**src/rtl/freq_rom_voice_arbiter_if.sv**
```systemverilog
// Voice-side bundle for the frequency ROM arbiter: per-voice lookup requests
// and the shared period/ack return path.
interface freq_rom_voice_arbiter_if #(
  parameter int NVOICE    = 4,
  parameter int NBIT_ADX  = 7,
  parameter int NBIT_DATA = 16
);
  logic [NVOICE-1:0]          req;
  logic [NVOICE*NBIT_ADX-1:0] note_in;
  logic [NVOICE-1:0]          ack;
  logic [NBIT_DATA-1:0]       period_out;
  logic                       note_err;
  logic                       busy;

  modport master (output req, note_in, input ack, period_out, note_err, busy);
  modport slave  (input req, note_in, output ack, period_out, note_err, busy);
endinterface

```
**src/rtl/freq_rom_voice_arbiter.sv**
```systemverilog
// Round-robin sharing of one registered note->period ROM among NVOICE voices.
// One lookup per 4 cycles: IDLE (arbitrate) -> ISSUE -> CAPT -> DONE (ack).
module freq_rom_voice_arbiter #(
  parameter int NVOICE    = 4,
  parameter int NBIT_ADX  = 7,
  parameter int NBIT_DATA = 16
) (
  input  logic                 clk,
  input  logic                 rstn,
  freq_rom_voice_arbiter_if.slave bus,
  output logic                 rom_en,
  output logic [NBIT_ADX-1:0]  rom_addr,
  input  logic [NBIT_DATA-1:0] rom_data
);
  localparam int PW = (NVOICE > 1) ? $clog2(NVOICE) : 1;

  typedef enum logic [1:0] {IDLE, ISSUE, CAPT, DONE} state_t;

  state_t                             state;
  logic [PW-1:0]                      ptr, gnt, win, gnt_nxt;
  logic [NVOICE-1:0]                  ack_q, gnt_dec;
  logic [NBIT_DATA-1:0]               period_q;
  logic                               err_q;
  logic [NVOICE-1:0][NBIT_ADX-1:0]    note_arr;

  assign note_arr       = bus.note_in;
  assign bus.ack        = ack_q;
  assign bus.period_out = period_q;
  assign bus.note_err   = err_q;
  assign bus.busy       = (state != IDLE);

  for (genvar i = 0; i < NVOICE; i++) begin : g_dec
    assign gnt_dec[i] = (gnt == PW'(i));
  end

  // Explicit wrap keeps the pointer legal when NVOICE is not a power of two.
  assign gnt_nxt = (gnt == PW'(NVOICE-1)) ? '0 : gnt + 1'b1;

  // Scan from farthest to nearest so the last hit is the first set bit at/after ptr.
  always_comb begin
    win = '0;
    for (int k = NVOICE-1; k >= 0; k--) begin
      logic [PW-1:0] idx;
      idx = PW'((int'(ptr) + k) % NVOICE);
      if (bus.req[idx]) win = idx;
    end
  end

  always_ff @(posedge clk or negedge rstn) begin
    if (!rstn) begin
      state    <= IDLE;
      ptr      <= '0;
      gnt      <= '0;
      ack_q    <= '0;
      period_q <= '0;
      err_q    <= 1'b0;
      rom_en   <= 1'b0;
      rom_addr <= '0;
    end else begin
      case (state)
        IDLE: begin
          if (|bus.req) begin
            gnt      <= win;
            rom_addr <= note_arr[win];
            rom_en   <= 1'b1;
            state    <= ISSUE;
          end
        end
        ISSUE: begin
          rom_en <= 1'b0;
          state  <= CAPT;
        end
        CAPT: begin
          period_q <= rom_data;
          err_q    <= (rom_data == '0);
          ack_q    <= gnt_dec;
          state    <= DONE;
        end
        DONE: begin
          ack_q <= '0;
          ptr   <= gnt_nxt;
          state <= IDLE;
        end
        default: state <= IDLE;
      endcase
    end
  end
endmodule

```
**src/flat_wrapper.sv**
```systemverilog
// flat-port wrapper written by rule: the top's interface ports become plain ports
module freq_rom_voice_arbiter_flat 
#(
  parameter int NVOICE    = 4,
  parameter int NBIT_ADX  = 7,
  parameter int NBIT_DATA = 16
)
  (clk, rstn, rom_en, rom_addr, rom_data, bus_req, bus_note_in, bus_ack, bus_period_out, bus_note_err, bus_busy);
  freq_rom_voice_arbiter_if #(.NVOICE(NVOICE), .NBIT_ADX(NBIT_ADX), .NBIT_DATA(NBIT_DATA)) bus_i ();
  input  logic clk;
  input  logic rstn;
  output logic rom_en;
  output logic [NBIT_ADX-1:0] rom_addr;
  input  logic [NBIT_DATA-1:0] rom_data;
  input wire logic [$bits(bus_i.req)-1:0] bus_req;
  input wire logic [$bits(bus_i.note_in)-1:0] bus_note_in;
  output wire logic [$bits(bus_i.ack)-1:0] bus_ack;
  output wire logic [$bits(bus_i.period_out)-1:0] bus_period_out;
  output wire logic [$bits(bus_i.note_err)-1:0] bus_note_err;
  output wire logic [$bits(bus_i.busy)-1:0] bus_busy;
  assign bus_i.req = bus_req;
  assign bus_i.note_in = bus_note_in;
  assign bus_ack = bus_i.ack;
  assign bus_period_out = bus_i.period_out;
  assign bus_note_err = bus_i.note_err;
  assign bus_busy = bus_i.busy;
  freq_rom_voice_arbiter #(.NVOICE(NVOICE), .NBIT_ADX(NBIT_ADX), .NBIT_DATA(NBIT_DATA)) u_core (.clk(clk), .rstn(rstn), .bus(bus_i), .rom_en(rom_en), .rom_addr(rom_addr), .rom_data(rom_data));
endmodule
```
**config.mk**
```make
export PLATFORM = sky130hd
export DESIGN_NAME = freq_rom_voice_arbiter_flat
export DESIGN_NICKNAME = d
export VERILOG_FILES = /design/src/rtl/freq_rom_voice_arbiter_if.sv /design/src/rtl/freq_rom_voice_arbiter.sv /design/src/flat_wrapper.sv
export SDC_FILE = /design/constraint.sdc
export NUM_CORES = 1
export LEC_CHECK = 0
export BUFFER_PORTS_ARGS = -buffer_cell sky130_fd_sc_hd__clkbuf_2
export CELL_PAD_IN_SITES_DETAIL_PLACEMENT = 1
export CELL_PAD_IN_SITES_GLOBAL_PLACEMENT = 2
export CORE_MARGIN = 2
export CORE_UTILIZATION = 28
export CTS_CLUSTER_SIZE = 24
export DETAILED_ROUTE_END_ITERATION = 6
export MAX_ROUTING_LAYER = met4
export PLACE_DENSITY = 0.81
export SLEW_MARGIN = 0
export SYNTH_ARGS = -nofsm -noshare
export SYNTH_HDL_FRONTEND = slang
export SYNTH_SLANG_ARGS = --single-unit
```
**constraint.sdc**
```tcl
create_clock -name clk -period 2 [get_ports clk]
set_input_delay 0.1 -clock clk [delete_from_list [all_inputs] [get_ports clk]]
set_output_delay 0.1 -clock clk [all_outputs]
set_load 0.1 [all_outputs]
```
==> impl_metrics.tcl <==
set metrics [dict create \
    cts_max_path_buffers 2 \
    rsz0062_at_grt "false" \
    vias_per_cell 4.66 \
    critical_path.top_delay_family "buffers and inverters" \
    synth-xor-area-share_pct 0 \
    routed_wl_um 4400 \
    yosysWarnings 0 \
    tightest_slew_ns 0.880 \
    synthSimpleGateAreaFrac_pct 9.30 \
    antenna_found_initial 0 \
    synth_top_cell_by_area "dfrtp_1" \
    h-tree-depth 2 \
    cts-hold-fix-buffers 1 \
    start_kind "register" \
    grtUsageTotal_pct 13.6 \
    initial_core_util_pct 29.4 \
    ioPinCount 80 \
    drtIter0Drc 52 \
    overflow 0 \
    critPathRequiredTime_ns 1.90 \
    hold_viol_final 0 \
    die_y_um 83.4 \
    path_common_cell "inv_1" \
    num-fill-cells 702 \
    ys_seq_area_share_pct 49.7 \
    synth_area_um2 1760 \
    synth-compound-area-share_pct 9.51 \
    status "completed" \
    dr.pass1.iters 4 \
    slew_headroom_pct 41.3 \
    cp_data_arrival_time_ns 1.56 \
    nets 290 \
    holdPathStages 2 \
    final_antenna_net_count 0 \
    fin_skew_ns 0.00521 \
    period_minus_slack_ns 1.66 \
    cts_made_buffers 5 \
    synth_cell_types 27 \
    regToRegEndpoint "u_core.rom_addr[3]" \
    crit_type "reg -> out" \
    cp-end-kind "primary output" \
    postSynthCellCount 147 \
    first_global_vias 1479 \
    hold_path.class "in -> reg" \
    clock_latency_ns 0.28 \
    clock-root-buffer "clkbuf_8" \
    cp_max_fo 4 \
    cap_violations 0 \
    clkTransAtPathRegs_ns 0.07 \
    ys_ff_latch 35 \
    synth_nets 206 \
    synth.area.top_cells "dfrtp_1, mux2i_1, mux2_2, ha_1, o221ai_1" \
    slowest_stage "clkbuf_2" \
    fp.dieW_um 83.4 \
    die_area_um2 6950 \
    grt_max_degree 36 \
    post_cts_resized 0 \
    dpl.hpwl_um 3500 \
    synth_top_area_share_pct 49.7 \
    synth.avg_cell_area_um2 12.0 \
    cp_cell_sequence "inv_1 -> ha_1 -> inv_1 -> clkbuf_2" \
    drive_above_1_share_pct 47.6 \
    slew_viol_final 0 \
    tns_ns 0 \
    synthToLayoutAreaGrowth_pct 32.4 \
    portBuffers 79 \
    hold_end "u_core.bus.period_out[10]" \
    num_rows 28 \
    yosys.area_share.adder_pct 6.39 \
    fmax_mhz 604 \
    finalSetupViolCount 0 \
    synth_top_family_by_area "multiplexers" \
    vias 1427 \
    synthMuxAreaShare_pct 21.0 \
    r2r_start "u_core.state[0]" \
    critPathMaxStageDelay_ns 0.46 \
    cts_tree "built" \
    holdCritStartpoint "rom_data[10]" \
    finalCritPeriodShare_pct 82.8 \
    reg2reg_setup_slack_ns 0.42 \
    r2r_cells 6 \
    fp.coreArea_um2 5990 \
    drc 0 \
    cp_num_buf_inv 3 \
    cts_sinks 35 \
    wl_per_cell_um 14.4 \
    postCtsSetupRepairBufs 0 \
    antenna_cells 0 \
    grt_pass1_wl_um 7400 \
    gp_congestion 0.791 \
]
==> metal layers <==
metal / vias up / routed length (um) / part of all wire (%) / global-route usage (%)
met2: 27 / 2380 / 54 / 21.9
li1: 690 / - / - / -
met1: 701 / 1820 / 41 / 16.6
met3: 9 / 116 / 2.6 / 3.28
met4: 0 / 76 / 1.7 / 5.22
met5: - / 0 / 0 / -
==> how the worst max path moves through the flow <==
stage / start / endpoint / slack, ns / cells past startpoint
floorplan: u_core.state[0] / u_core.rom_addr[0] / 0.11 / 6
global placement: u_core.ptr[0] / u_core.rom_addr[5] / 0.48 / 6
detailed placement: u_core.ptr[0] / u_core.rom_addr[5] / 0.41 / 6
CTS: u_core.state[0] / bus_busy / 0.32 / 4
global route: u_core.state[0] / u_core.rom_addr[3] / 0.24 / 6
finish: u_core.state[0] / bus_busy / 0.34 / 4
==> cell families (layout without fill, tap and decap cells) <==
family,count (synthesis),after routing
mux,35,35
flops,35,35
simple gates,33,33
compound gates,20,20
buf+inv,15,99
fa+ha+maj,9,9
==> registers in the layout, summed over array words and instances, names as in the netlist <==
| signal | cells |
|---|---|
| u_core.ptr | 2 |
| u_core.rom_en | 1 |
| u_core.rom_addr | 7 |
| u_core.bus.ack | 4 |
| u_core.state | 2 |
| u_core.bus.period_out | 16 |
| u_core.gnt | 2 |
| u_core.bus.note_err | 1 |
==> stage by stage <==
stage          instances  hold slack (ns)  util [%]  setup slack, ns  instance area [um^2]
6_report             306           0.0617      39.0            0.345                  2330
2_1_floorplan        147           -0.196         -            0.106                  1760
4_1_cts              306           0.0505      39.0            0.315                  2330
5_1_grt              306           0.0581      39.0            0.243                  2330
3_5_place_dp         298            0.270      37.3            0.411                  2240
3_3_place_gp         298            0.277      37.3            0.483                  2240
==> cell usage after synthesis, drive strengths merged <==
cell,instances
dfrtp,35
mux2i,19
mux2,16
nand2,13
ha,9
inv,9
o21ai,9
nor2,8
o221ai,7
buf,5
nor4,5
a21oi,1
a221oi,1
a2bb2o,1
and2b,1
clkbuf,1
nand2b,1
nand3,1
nand4,1
nor2b,1
nor3,1
o22ai,1
or2,1
==> cell usage in the layout (no fill, tap or decap) <==
cell type      instances
nand3_1                1
inv_1                  8
clkbuf_8               6
inv_2                  1
dlygate4sd3_1          1
a221oi_4               1
o221ai_1               7
or2_1                  1
o22ai_4                1
nor4_2                 1
buf_4                  3
clkbuf_2              79
nor3_2                 1
nand2_1               13
a21oi_1                1
nand2b_1               1
ha_1                   9
dfrtp_1               35
nor2b_1                1
mux2_2                16
nor2_1                 8
a2bb2o_1               1
mux2i_1               19
nand4_1                1
nor4_1                 4
clkinv_2               1
and2b_1                1
o21ai_0                9
==> cell type report <==
class / instances / area (um^2) / share of cell area, %
sequential: 35 / 876 / 37.5
tap: 75 / 93.8 / 4.02
inverter: 9 / 33.8 / 1.45
timing repair buffer: 83 / 428 / 18.3
multi-input combinational: 97 / 815 / 34.9
clock inverter: 1 / 5.00 / 0.214
clock buffer: 6 / 82.6 / 3.54
Power is not shown: default switching activity piles up to over one toggle a cycle in this logic, so the estimate is an artifact.
